### config.mk
export PLATFORM = sky130hd
export DESIGN_NAME = mem_access_ctrl
export DESIGN_NICKNAME = d
export VERILOG_FILES = /design/src/rtl/mac_pkg.sv /design/src/rtl/mem_access_ctrl_byte_lane_unit.sv /design/src/rtl/mem_access_ctrl.sv
export SDC_FILE = /design/constraint.sdc
export NUM_CORES = 1
export LEC_CHECK = 0
export ABC_AREA = 1
export BUFFER_PORTS_ARGS = -buffer_cell sky130_fd_sc_hd__buf_4
export CAP_MARGIN = 40
export CORE_ASPECT_RATIO = 1.4
export CORE_MARGIN = 4
export CORE_UTILIZATION = 45
export CTS_CLUSTER_DIAMETER = 40
export DETAILED_ROUTE_END_ITERATION = 7
export PLACE_DENSITY = 0.69
export SETUP_SLACK_MARGIN = 0.1
export SLEW_MARGIN = 10
export SYNTH_ARGS = -nofsm -noshare
export SYNTH_HDL_FRONTEND = slang
export SYNTH_HIERARCHICAL = 1
export SYNTH_SLANG_ARGS = --single-unit
### constraint.sdc
create_clock -name clk -period 5.5 [get_ports clk]
set_input_delay 0.275 -clock clk [delete_from_list [all_inputs] [get_ports clk]]
set_output_delay 0.275 -clock clk [all_outputs]
set_load 0.02 [all_outputs]
### src/rtl/mac_pkg.sv
// Shared encodings for the MEM-stage data-memory sequencer.
// Access sizes, FSM states and the alignment rule live here.
package mac_pkg;

   localparam logic [1:0] SZ_BYTE = 2'd0;
   localparam logic [1:0] SZ_HALF = 2'd1;
   localparam logic [1:0] SZ_WORD = 2'd2;

   typedef enum logic [2:0] {
      IDLE,
      LOAD,
      ST_W,
      RMW_RD,
      RMW_WR,
      DONE
   } state_t;

   // Size 3 is not a legal access and is reported like a misaligned one.
   function automatic logic misaligned(input logic [1:0] size, input logic [1:0] lo);
      logic bad;
      bad = 1'b0;
      case (size)
         SZ_BYTE: bad = 1'b0;
         SZ_HALF: bad = lo[0];
         SZ_WORD: bad = (lo != 2'b00);
         default: bad = 1'b1;
      endcase
      return bad;
   endfunction

endpackage

### src/rtl/mem_access_ctrl_byte_lane_unit.sv
// Little-endian lane handling: extracts and extends load data, and merges
// sub-word store data into the old word for read-modify-write.
module byte_lane_unit
   import mac_pkg::*;
(
   input  logic [1:0]  lane,
   input  logic [1:0]  size,
   input  logic        sign,
   input  logic [31:0] rd_word,
   input  logic [31:0] wdata,
   output logic [31:0] load_data,
   output logic [31:0] merged
);

   logic [7:0]  sel_b;
   logic [15:0] sel_h;

   always_comb begin
      sel_b     = rd_word[{lane, 3'b000} +: 8];
      sel_h     = rd_word[{lane[1], 4'b0000} +: 16];
      load_data = rd_word;
      merged    = wdata;
      case (size)
         SZ_BYTE: begin
            load_data                      = {{24{sign & sel_b[7]}}, sel_b};
            merged                         = rd_word;
            merged[{lane, 3'b000} +: 8]    = wdata[7:0];
         end
         SZ_HALF: begin
            load_data                      = {{16{sign & sel_h[15]}}, sel_h};
            merged                         = rd_word;
            merged[{lane[1], 4'b0000} +: 16] = wdata[15:0];
         end
         default: begin
            load_data = rd_word;
            merged    = wdata;
         end
      endcase
   end

endmodule

### src/rtl/mem_access_ctrl.sv
// Single-request load/store sequencer in front of dm's word port;
// sub-word stores are performed as read-modify-write.
module mem_access_ctrl
   import mac_pkg::*;
#(
   parameter int unsigned ADDR_W = 32
)
(
   input  logic              clk,
   input  logic              reset,
   input  logic              req_valid,
   output logic              req_ready,
   input  logic              req_write,
   input  logic [1:0]        req_size,
   input  logic              req_sign,
   input  logic [ADDR_W-1:0] req_addr,
   input  logic [31:0]       req_wdata,
   input  logic [31:0]       req_pc,
   output logic              rsp_valid,
   output logic              rsp_err,
   output logic [31:0]       rsp_rdata,
   output logic              dm_MemWrite,
   output logic [31:0]       dm_PC,
   output logic [ADDR_W-1:0] dm_addr,
   output logic [31:0]       dm_writeData,
   input  logic [31:0]       dm_readData
);

   state_t      state;
   logic [1:0]  l_lane;
   logic [1:0]  l_size;
   logic        l_sign;
   logic [31:0] l_wdata;
   logic [31:0] load_data;
   logic [31:0] merged;

   byte_lane_unit u_lane (
      .lane      (l_lane),
      .size      (l_size),
      .sign      (l_sign),
      .rd_word   (dm_readData),
      .wdata     (l_wdata),
      .load_data (load_data),
      .merged    (merged)
   );

   assign req_ready = (state == IDLE);

   // Outputs are set on the transition into the state that owns them, so
   // dm_MemWrite/rsp_valid are high exactly during ST_W/RMW_WR and DONE.
   always_ff @(posedge clk or posedge reset) begin
      if (reset) begin
         state        <= IDLE;
         l_lane       <= '0;
         l_size       <= '0;
         l_sign       <= 1'b0;
         l_wdata      <= '0;
         rsp_valid    <= 1'b0;
         rsp_err      <= 1'b0;
         rsp_rdata    <= '0;
         dm_MemWrite  <= 1'b0;
         dm_PC        <= '0;
         dm_addr      <= '0;
         dm_writeData <= '0;
      end else begin
         rsp_valid   <= 1'b0;
         dm_MemWrite <= 1'b0;
         case (state)
            IDLE: begin
               if (req_valid) begin
                  l_lane    <= req_addr[1:0];
                  l_size    <= req_size;
                  l_sign    <= req_sign;
                  l_wdata   <= req_wdata;
                  dm_PC     <= req_pc;
                  dm_addr   <= {req_addr[ADDR_W-1:2], 2'b00};
                  rsp_rdata <= '0;
                  rsp_err   <= 1'b0;
                  if (misaligned(req_size, req_addr[1:0])) begin
                     rsp_err   <= 1'b1;
                     rsp_valid <= 1'b1;
                     state     <= DONE;
                  end else if (!req_write) begin
                     state <= LOAD;
                  end else if (req_size == SZ_WORD) begin
                     dm_writeData <= req_wdata;
                     dm_MemWrite  <= 1'b1;
                     state        <= ST_W;
                  end else begin
                     state <= RMW_RD;
                  end
               end
            end
            LOAD: begin
               rsp_rdata <= load_data;
               rsp_valid <= 1'b1;
               state     <= DONE;
            end
            ST_W: begin
               rsp_valid <= 1'b1;
               state     <= DONE;
            end
            RMW_RD: begin
               dm_writeData <= merged;
               dm_MemWrite  <= 1'b1;
               state        <= RMW_WR;
            end
            RMW_WR: begin
               rsp_valid <= 1'b1;
               state     <= DONE;
            end
            DONE: begin
               rsp_err <= 1'b0;
               state   <= IDLE;
            end
            default: state <= IDLE;
         endcase
      end
   end

endmodule

# == Word-level counts from Yosys, hierarchy flattened ==
# Index checks and enable logic that the tools add are counted.
# op_classes
eq_ne,12
mux,29
n_addsub,2
n_div,0
shift,6
bitwise,2
reduce_logical,12
n_lt_le_gt_ge,0
multipliers,0
# op_table
operator,count
$pmux 32 s2,4
$mux 32,5
$bwmux 32,2
$shift 16x7->32 const A,1
$shift 8x7->32 const A,1
$shiftx 16x7->32,1
$shiftx 32x6->16,1
$shiftx 32x6->8,1
$shiftx 8x7->32,1
$neg 5->7,2
$mux 1,10
$pmux 3 s3,1
$reduce_bool 2->1,4
$eq 3x2->1 const B,2
$eq 3x3->1 const B,2
$mux 3,2
$pmux 1 s2,3
$reduce_and 2->1,3
$reduce_and 5->1,1
$eq 2x1->1 const B,2
$logic_not 2->1,2
$ne 2x1->1 const B,2
$ne 2x2->1 const B,2
$eq 3x1->1 const B,1
other kinds (6),7
# totals
latch_bits,0
word_cells,75
output_inout_bits,132
mem_bits_ro,0
inputBits,135
ramBits,0
ff_bits,169
n_memories,0

# == Longest topological paths before layout ==
# Gate-level depths: netlist of the first run.
# logic_depth
depth_word,7
ltp_mapped,13
mapped_depth_nobuf,12

# == Modules after synthesis ==
# The synthesis of the first run kept the hierarchy.
# by_module_without_submodules
mod,cells_per_inst,instances,area_each_um2,seq_area_each_um2
mem_access_ctrl,847,1,7054.3,4229.1
byte_lane_unit,390,1,1849.3,0.0

# == Worst setup path after synthesis of the first run ==
# No wires, ideal clock.
# synth_path
path_kind,reg-to-reg
startpoint,register l_lane[1]
endpoint,register dm_writeData[0]
path_slack_ns,3.415
arrival_time_ns,2.020
n_path_buf,1
setup_ns,0.065
path_stages_with_launch,13
period_less_slack_ns,2.085
required_time_ns,5.435
path_cell_list,dfrtp_1 > inv_2 > buf_1 > ha_1 > inv_1 > nand3_1 > o21ai_2 > nand2_1 > o21ai_0 > inv_1 > o21ai_0 > nand3_1 > nand2_1
# synth_via
elab_chain_cells,5
elab_cells_between_ends,10
classes_between,2 x add/sub; 4 x shift; 4 x mux
# synth_rtl
item,line,source
"start, declared",mem_access_ctrl.sv:30,logic [1:0] l_lane;
"start signal, assigned",mem_access_ctrl.sv:71,l_lane <= req_addr[1:0];
"$neg 5->7, on equally long branches","mem_access_ctrl_byte_lane_unit.sv:32, mem_access_ctrl_byte_lane_unit.sv:27",
$shiftx 16x7->32 (tied with other cells),mem_access_ctrl_byte_lane_unit.sv:32,"merged[{lane[1], 4'b0000} +: 16] = wdata[15:0];"
"$bwmux 32, on equally long branches","mem_access_ctrl_byte_lane_unit.sv:32, mem_access_ctrl_byte_lane_unit.sv:27",
$pmux 32 s2 (*),mem_access_ctrl_byte_lane_unit.sv:23,case (size)
via merged[0],mem_access_ctrl.sv:35,logic [31:0] merged;
$pmux 32 s2 (*),mem_access_ctrl.sv:68,case (state)
"end signal, assigned",mem_access_ctrl.sv:86,dm_writeData <= req_wdata;
"end signal, assigned",mem_access_ctrl.sv:104,dm_writeData <= merged;
"end, declared",mem_access_ctrl.sv:25,"output logic [31:0] dm_writeData,"
# The timed path passes the listed nets; every way through them passes the cells marked *.
# A chain may end at the register's enable or synchronous reset.

# == Final worst setup path of the first run ==
# layout_path
startpoint,register l_lane[1]
endpoint,register dm_writeData[1]
# The elaborated chain is that of the path after synthesis.

==> results of run 1 <==
layer usage:
layer | track usage | vias up
met1 | 0.322 | 4135
met2 | 0.446 | 350
met3 | 0.0735 | 55
li1 | - | 4325
met5 | 0 | -
met4 | 0.0845 | 0
synth_stat cells:
cell	count	share of area
o22ai_1	8	0.0056
nor2_4	4	0.0051
o21ai_0	94	0.053
nand3_1	159	0.089
clkbuf_1	29	0.012
o21ai_1	3	0.0017
o211ai_1	6	0.0051
inv_2	3	0.0013
buf_1	2	0.00084
ha_1	5	0.0070
buf_6	4	0.0051
a21oi_1	4	0.0022
nand3_2	8	0.0090
nor3_1	1	0.00056
and3_1	9	0.0063
dfrtp_1	169	0.47
nand2_2	4	0.0028
a31oi_1	1	0.00070
bufinv_8	1	0.0020
nand2_4	2	0.0025
buf_4	7	0.0059
nor2_1	28	0.012
conb_1	1	0.00042
o21ai_2	3	0.0030
inv_1	103	0.043
clkinv_1	1	0.00042
nand2_1	548	0.23
buf_2	30	0.017
final cells by class:
class | instances | area (sq um) | share of cell area
tap | 248 | 310 | 0.0266
inverter | 108 | 427 | 0.0365
clock buffer | 17 | 425 | 0.0364
sequential | 169 | 4230 | 0.362
multi-input combinational | 889 | 3910 | 0.335
timing repair buffer | 278 | 2200 | 0.188
clock inverter | 15 | 181 | 0.0155
final timing paths:
path / from / end / slack [ns] / depth (start not counted)
max reg2reg: l_lane[1]$_DFFE_PP0P_ / dm_writeData[1]$_DFFE_PP0P_ / 2.75 / 12
min reg2reg: dm_PC[29]$_DFFE_PP0P_ / dm_PC[29]$_DFFE_PP0P_ / 0.47 / 2
min: req_pc[8] / dm_PC[8]$_DFFE_PP0P_ / 0.03 / 3
max in group asynchronous: reset / dm_writeData[16]$_DFFE_PP0P_ / 4.13 / 5
max: l_lane[1]$_DFFE_PP0P_ / dm_writeData[1]$_DFFE_PP0P_ / 2.75 / 12
min in group asynchronous: reset / dm_writeData[28]$_DFFE_PP0P_ / 0.40 / 3
through the flow:
| step | cells | power, mW | hold WS [ns] | area [sq um] |
|---|---|---|---|---|
| final | 1724 | 6.73 | 0.0291 | 11700 |
| after global routing | 1724 | 7.23 | 0.0233 | 11700 |
| after floorplan | 1238 | 4.20 | 0.392 | 8910 |
| after global placement | 1685 | 5.42 | 0.456 | 10900 |
| after CTS | 1724 | 6.77 | 0.0191 | 11700 |
| after detailed placement | 1691 | 5.52 | 0.327 | 11100 |
repair_timing:
item / CTS / global route
setup buffers: 0 / 0
hold endpoints to repair: 42 / 0
hold buffers: 1 / 0
setup endpoints to repair: 0 / 0
cell families after synthesis:
kind of cell / after synthesis / synth area share
other: 1 / 0.000421
AND/OR/NAND/NOR: 763 / 0.358
AO/OA/AOI/OAI: 119 / 0.0711
adder cells (fa/ha/maj): 5 / 0.00703
buffers and inverters: 180 / 0.0880
flip-flops: 169 / 0.475
placed cells by master (no fill, tap or decap), drive strengths merged:
cell         count
o22ai            8
dfrtp          169
a31oi            1
nand2          554
clkinv           7
and3             9
nand3          167
dlygate4sd3      1
o211ai           6
o21ai          100
ha               5
conb             2
nor2            32
bufinv           2
nor3             1
buf            277
inv            113
clkinvlp         1
a21oi            4
clkbuf          17
worst register-to-register path, delay by kind of cell, from the launching register on:
| family | cells | cell delay [ns] |
|---|---|---|
| buffers and inverters | 4 | 0.82 |
| AO/OA/AOI/OAI | 2 | 0.71 |
| AND/OR/NAND/NOR | 5 | 0.47 |
| flip-flops | 1 | 0.37 |
| adder cells (fa/ha/maj) | 1 | 0.34 |
state kept, by name (all words and copies together) (netlist names):
signal,count
dm_writeData,32
state,3
rsp_err,1
rsp_rdata,32
rsp_valid,1
dm_MemWrite,1
dm_addr,30
l_lane,2
l_size,2
l_wdata,32
l_sign,1
dm_PC,32
where the power goes:
part	total, mW	switching [mW]	leakage [nW]	internal [mW]
registers	2.16	0.380	2.06	1.78
logic	3.34	2.11	4.09	1.23
clock network	1.23	0.575	0.293	0.652
==> flow_summary.json, run 1 <==
{
  "path_cells": "buf_4 > inv_2 > ha_1 > inv_1 > nand3_1 > o21ai_2 > nand2_1 > nand2_1 > inv_1 > o21ai_0 > nand3_1 > nand2_1",
  "place_congestion": 0.923,
  "finalMaxSlewViolations": 0,
  "wl_met1_um": 11400,
  "leakagePower_nw": 6.44,
  "startpoint_type": "register",
  "period_share": 0.499,
  "h-tree-depth": 4,
  "maxCapViolations": 0,
  "p_per_area_nw_per_um2": 576,
  "dp_hpwl_um": 21700,
  "hold_class": "in -> reg",
  "tightest_slew_ns": 0.836,
  "ir_drop_mv": 0.239,
  "ctsResizeCount": 0,
  "path_delay_family": "buffers and inverters",
  "met2WireLength_um": 14400,
  "fin_skew_ns": 0.0111,
  "cts_tree": "built",
  "die_w_um": 127,
  "grt_pass1_wl_um": 46500,
  "slowest_delay_ns": 0.42,
  "cpMostUsedCell": "nand2_1",
  "ys_ff_latch": 169,
  "first_pass_iters": 5,
  "die_h_um": 174,
  "netlist_instances": 1237,
  "grt.overflow.total": 0,
  "grt_antenna_before_repair": 0,
  "antenna_left": 0,
  "diodes": 0,
  "grt_setup_unrepaired": "false",
  "wl_met3_um": 2320,
  "tns_ns": 0,
  "first_global_vias": 8578,
  "io_pins": 267,
  "nets": 1603,
  "yosys_warnings": 6,
  "track_usage": 0.263,
  "drt-vias-per-instance": 5.14,
  "clock_latency_ns": 0.44,
  "crit_fanout": 34,
  "cts_max_path_buffers": 2,
  "cp_num_buf_inv": 4,
  "max_freq_mhz": 364,
  "cts-root-buf": "clkbuf_16",
  "routedWlPerCell_um": 16.8,
  "cts.clk_slew.worst_paths_ns": 0.07,
  "vias": 8865,
  "finalSetupViolCount": 0,
  "grt_max_degree": 98,
  "layout_setup_ws_ns": 2.75,
  "cts.sinks": 169,
  "syn2layout_area_growth_pct": 31.2,
  "initial_core_util": 0.460,
  "first_iter_violations": 645,
  "yosysSeqAreaShare": 0.475,
  "drc_errors": 0,
  "finalCriticalPeriod_ns": 2.75,
  "final_util": 0.603,
  "placementRows": 60,
  "arrival_ns": 3.12,
  "nFillCells": 1878,
  "top_layer": "met4",
  "cpMaxStageDelayCell": "inv_2",
  "numPortBuffers": 264,
  "totalWireLength_um": 28900,
  "path_class": "reg -> reg",
  "dieArea_sq_um": 22100,
  "yosysUniqueCellTypes": 28,
  "synth_area_per_cell_sq_um": 7.20,
  "synthesis.area_sq_um": 8900,
  "worstPathRequired_ns": 5.87,
  "timing.slew.headroom": 0.442,
  "final_layout_size_suffix_gt1_frac": 0.229,
  "cp-end-kind": "register",
  "core_area_sq_um": 19400,
  "numCtsBuffers": 17,
  "dp_worst_setup_slack_ns": 2.74,
  "hold_violations": 0,
  "status": "complete, no violations"
}
(Power assumes the default switching activity.)
==> run 2: changes to the inputs <==
==> constraint.sdc (replaced) <==
create_clock -name clk -period 2.8 [get_ports clk]
set_input_delay 0.14 -clock clk [delete_from_list [all_inputs] [get_ports clk]]
set_output_delay 0.14 -clock clk [all_outputs]
set_load 0.02 [all_outputs]
==> run 2 against run 1 <==
Against the previous run:
- non-clock buffer count is 109 higher
- clock power grew 120%
- critical path type unchanged
- maximum frequency is 29% higher
- combinational power up 100%
- via count rose by 6.3%
- clock skew shrank 0.0013 ns
- sequential power grew 98%
- highest routed layer unchanged
- sequential share of layout area shrank 3.1 points
- power grew 100%
- largest power group unchanged
- critical path depth is 1 lower
- worst setup slack lost 2.1 ns
==> flow_summary.json, run 2 (synthesis gave the netlist of run 1 again) <==
{
  "p_comb_frac": 0.490,
  "maxCapViolations": 0,
  "max_freq_mhz": 470,
  "first_global_vias": 9416,
  "timing.slew.headroom": 0.456,
  "hold_violations": 0,
  "tightest_slew_ns": 0.816,
  "initial_core_util": 0.460,
  "final_common_cell": "nand2_1",
  "startpoint_type": "register",
  "grt_antenna_before_repair": 2,
  "placementRows": 60,
  "antenna_left": 0,
  "h-tree-depth": 4,
  "period_share": 0.760,
  "leakagePower_nw": 6.91,
  "power_switching_mw": 5.97,
  "syn2layout_area_growth_pct": 43.4,
  "first_pass_iters": 6,
  "numPortBuffers": 264,
  "totalWireLength_um": 30700,
  "arrival_ns": 2.49,
  "finalMaxSlewViolations": 0,
  "dp_hpwl_um": 21800,
  "swShare": 0.435,
  "grt.overflow.total": 0,
  "ctsResizeCount": 0,
  "finalCriticalPeriod_ns": 2.13,
  "die_h_um": 174,
  "power_frac_seq": 0.311,
  "finalSetupViolCount": 0,
  "dieArea_sq_um": 22100,
  "crit_fanout": 16,
  "cp-end-kind": "register",
  "grt_pass1_wl_um": 49500,
  "drc_errors": 0,
  "grt_setup_unrepaired": "false",
  "first_iter_violations": 783,
  "cts.clk_slew.worst_paths_ns": 0.07,
  "hold_class": "in -> reg",
  "nets": 1712,
  "final_util": 0.659,
  "cts_max_path_buffers": 2,
  "routedWlPerCell_um": 16.7,
  "tns_ns": 0,
  "cts-root-buf": "clkbuf_16",
  "die_w_um": 127,
  "intPower_mw": 7.77,
  "cts.sinks": 169,
  "p_per_area_nw_per_um2": 1080,
  "final_cell_mix": "548 x nand2_1, 284 x buf_4, 169 x dfrtp_1",
  "track_usage": 0.280,
  "cts_tree": "built",
  "io_pins": 267,
  "final_layout_size_suffix_gt1_frac": 0.220,
  "dpl_cell_area_sq_um": 11100,
  "clock_latency_ns": 0.43,
  "dp_worst_setup_slack_ns": 0.755,
  "drt-vias-per-instance": 5.14,
  "clockPowerShare": 0.199,
  "ir_drop_mv": 0.610,
  "place_congestion": 0.940,
  "vias": 9423,
  "instances_no_fill": 1835,
  "grt_max_degree": 90,
  "layout_setup_ws_ns": 0.673,
  "core_area_sq_um": 19400,
  "finish.instance_area_sq_um": 12800,
  "numCtsBuffers": 17,
  "path_class": "reg -> reg",
  "dpl.cell_count": 1702,
  "status": "complete, no violations",
  "fin_skew_ns": 0.00981,
  "worstPathRequired_ns": 3.17
}
-- run 2: stage by stage --
step	total power, mW	hold WS (ns)
after global placement	10.7	0.200
after global routing	14.7	0.0479
after floorplan	8.25	0.257
final	13.7	0.0299
after CTS	13.8	0.0145
after detailed placement	10.9	0.208
-- run 2: final timing paths --
check	startpoint	slack, ns	depth (start not counted)	end
worst max-delay path	l_lane[0]$_DFFE_PP0P_	0.67	11	dm_writeData[26]$_DFFE_PP0P_
worst min-delay path	req_write	0.03	3	state[1]$_DFFE_PP0P_
worst max register to register	l_lane[0]$_DFFE_PP0P_	0.67	11	dm_writeData[26]$_DFFE_PP0P_
worst min register to register	dm_addr[25]$_DFFE_PP0P_	0.47	2	dm_addr[25]$_DFFE_PP0P_
max in group asynchronous	reset	1.69	4	l_wdata[4]$_DFFE_PP0P_
min in group asynchronous	reset	0.31	3	dm_writeData[12]$_DFFE_PP0P_
-- run 2: critical path, cell delays in order, from the launching register on --
cell,delay (ns)
dfrtp_1,0.34
inv_1,0.13
ha_1,0.25
inv_1,0.33
nand3_1,0.20
o22ai_1,0.18
nand2_1,0.08
nand2_1,0.10
inv_1,0.05
o21ai_0,0.20
nand3_1,0.11
nand2_1,0.09
-- run 2: area by class of cell --
cell class                      instances  area [sq um]
Fill cell                            1673          6600
Sequential cell                       169          4230
Multi-Input combinational cell        889          3910
Timing Repair Buffer                  387          3210
Clock buffer                           19           443
Inverter                              108           425
Tap cell                              248           310
Clock inverter                         13           236
Antenna cell                            2          5.00
-- run 2: what timing repair did --
item	in CTS	in global routing
endpoints found under the hold margin	115	0
setup buffers	0	0
hold buffers	99	0
-- run 2: layer usage --
metal,GRT usage,wire length (um)
met3,0.0603,2230
met4,0.135,1470
met2,0.460,15000
met5,0,0
met1,0.349,12000
-- run 2: power by group through the flow --
stage,sequential [mW],combinational (mW),clock [mW]
after floorplan,5.06,3.19,0
after global placement,4.27,6.46,0
after detailed placement,4.28,6.59,0
after CTS,4.26,6.72,2.78
after global routing,4.41,7.43,2.88
final,4.27,6.73,2.73
==> run 3: changes to the inputs <==
==> constraint.sdc (replaced) <==
create_clock -name clk -period 2.1 [get_ports clk]
set_input_delay 0.105 -clock clk [delete_from_list [all_inputs] [get_ports clk]]
set_output_delay 0.105 -clock clk [all_outputs]
set_load 0.02 [all_outputs]
==> run 3 against run 2 <==
Against the previous run:
- worst hold slack got worse by 0.023 ns
- combinational power rose by 37%
- via count about the same
- count of clock-buffer cells in the layout decreased by 2
- clock skew down 0.0016 ns
- critical path type unchanged
- sequential cell count unchanged
- sequential share of layout area decreased by 0.36 points
- critical endpoint is now dm_writeData[23]$_DFFE_PP0P_
- critical path depth up 2
- register-to-register slack worse by 0.48 ns
- first-iteration DRC count rose by 1.1%
- final area rose by 1.1%
- worst setup slack worse by 0.48 ns
==> flow_summary.json, run 3 (synthesis gave the netlist of run 1 again) <==
{
  "antenna_left": 0,
  "status": "complete, no violations",
  "hold_class": "in -> reg",
  "regArea_sq_um": 4230,
  "track_usage": 0.275,
  "numPortBuffers": 264,
  "initial_core_util": 0.460,
  "leakagePower_nw": 6.97,
  "drt-vias-per-instance": 5.11,
  "cp_num_buf_inv": 4,
  "finish.instance_area_sq_um": 12900,
  "cts.clk_slew.worst_paths_ns": 0.07,
  "ir_drop_mv": 0.790,
  "final_cell_mix": "545 x nand2_1, 289 x buf_4, 168 x dfrtp_1",
  "first_global_vias": 9292,
  "grt_max_degree": 81,
  "final_layout_size_suffix_gt1_frac": 0.235,
  "drc_errors": 0,
  "arrival_ns": 2.27,
  "place_congestion": 0.966,
  "first_iter_violations": 792,
  "p_per_area_nw_per_um2": 1410,
  "vias": 9430,
  "grt.overflow.total": 0,
  "path_class": "reg -> reg",
  "final_util": 0.667,
  "die_w_um": 127,
  "period_share": 0.907,
  "grt_setup_unrepaired": "true",
  "placementRows": 60,
  "die_h_um": 174,
  "finalMaxSlewViolations": 0,
  "dpl.cell_count": 1708,
  "worstPathRequired_ns": 2.46,
  "hold_slack_ns": 0.00717,
  "power.total_mw": 18.2,
  "finalCriticalPeriod_ns": 1.90,
  "instances_no_fill": 1847,
  "nFillCells": 1611,
  "cts.sinks": 169,
  "hold_violations": 0,
  "max_freq_mhz": 525,
  "numCtsBuffers": 17,
  "cts_tree": "built",
  "path_cells": "inv_2 > buf_4 > ha_1 > clkinv_1 > nor2_2 > nand2_4 > o21ai_1 > nand2_1 > nand2_1 > inv_1 > o21ai_2 > nand3_1 > nand2_1",
  "nets": 1725,
  "fin_skew_ns": 0.00818,
  "totalWireLength_um": 30900,
  "final_common_cell": "nand2_1",
  "multi_input_area_sq_um": 3970,
  "routedWlPerCell_um": 16.7,
  "tightest_slew_ns": 0.610,
  "cpMostUsedCell": "nand2_1",
  "core_area_sq_um": 19400,
  "finalSetupViolCount": 0,
  "startpoint_type": "register",
  "path_delay_family": "simple AND/OR/NAND/NOR gates",
  "slowest_delay_ns": 0.39,
  "timing.slew.headroom": 0.592,
  "cts-root-buf": "clkbuf_16",
  "io_pins": 267,
  "clock_latency_ns": 0.42,
  "cpMaxStageDelayCell": "dfrtp_1",
  "grt_pass1_wl_um": 48600,
  "syn2layout_area_growth_pct": 45.0,
  "first_pass_iters": 7,
  "crit_fanout": 8,
  "dpl_cell_area_sq_um": 11200,
  "cts_max_path_buffers": 2,
  "cp-end-kind": "register",
  "dieArea_sq_um": 22100,
  "dp_hpwl_um": 21900,
  "maxCapViolations": 0,
  "h-tree-depth": 4,
  "grt_antenna_before_repair": 1
}
## run 3: final cells by class
cell class,instances,share of cell area
Sequential cell,169,0.328
Multi-Input combinational cell,889,0.308
Timing Repair Buffer,400,0.260
Inverter,108,0.0335
Clock buffer,17,0.0329
Tap cell,248,0.0240
Clock inverter,15,0.0141
Antenna cell,1,0.000194
## run 3: report_power, final
group | switching, mW | internal [mW]
Clock | 1.45 | 1.81
Sequential | 1.06 | 4.66
Combinational | 5.68 | 3.58
## run 3: worst reg2reg max path: stages, from the launching register on
cell	delay (ns)
dfrtp_1	0.39
inv_2	0.12
buf_4	0.15
ha_1	0.14
clkinv_1	0.09
nor2_2	0.14
nand2_4	0.11
o21ai_1	0.13
nand2_1	0.06
nand2_1	0.11
inv_1	0.06
o21ai_2	0.15
nand3_1	0.12
nand2_1	0.10
## run 3: final timing paths
| path | startpoint | to | slack, ns | depth (start not counted) |
|---|---|---|---|---|
| max in group asynchronous | reset | l_size[1]$_DFFE_PP0P_ | 1.03 | 4 |
| worst min register to register | l_wdata[23]$_DFFE_PP0P_ | l_wdata[23]$_DFFE_PP0P_ | 0.47 | 2 |
| worst max-delay path | l_lane[0]$_DFFE_PP0P_ | dm_writeData[23]$_DFFE_PP0P_ | 0.20 | 13 |
| worst min-delay path | req_size[0] | l_size[0]$_DFFE_PP0P_ | 0.007 | 3 |
| worst max register to register | l_lane[0]$_DFFE_PP0P_ | dm_writeData[23]$_DFFE_PP0P_ | 0.20 | 13 |
| min in group asynchronous | reset | dm_writeData[12]$_DFFE_PP0P_ | 0.30 | 3 |
## run 3: what timing repair did
item	4_1_cts	5_1_grt
hold endpoints to repair	122	0
resized for setup	5	35
hold buffers	101	0
setup endpoints to repair	2	44
pin swaps	1	3
setup buffers	0	5
## run 3: stage by stage
| step | worst slack (ns) | TNS, ns |
|---|---|---|
| after global placement | 0.0260 | 0 |
| after detailed placement | 0.00464 | 0 |
| after global routing | 0.0400 | 0 |
| after CTS | 0.114 | 0 |
| after floorplan | -0.160 | -26.99 |
| final | 0.196 | 0 |
## run 3: per-layer routing
layer | vias to the layer above | track usage | wire length [um]
li1 | 4571 | - | -
met2 | 432 | 0.457 | 15100
met5 | - | 0 | 0
met4 | 0 | 0.126 | 1470
met3 | 81 | 0.0633 | 2540
met1 | 4346 | 0.338 | 11800
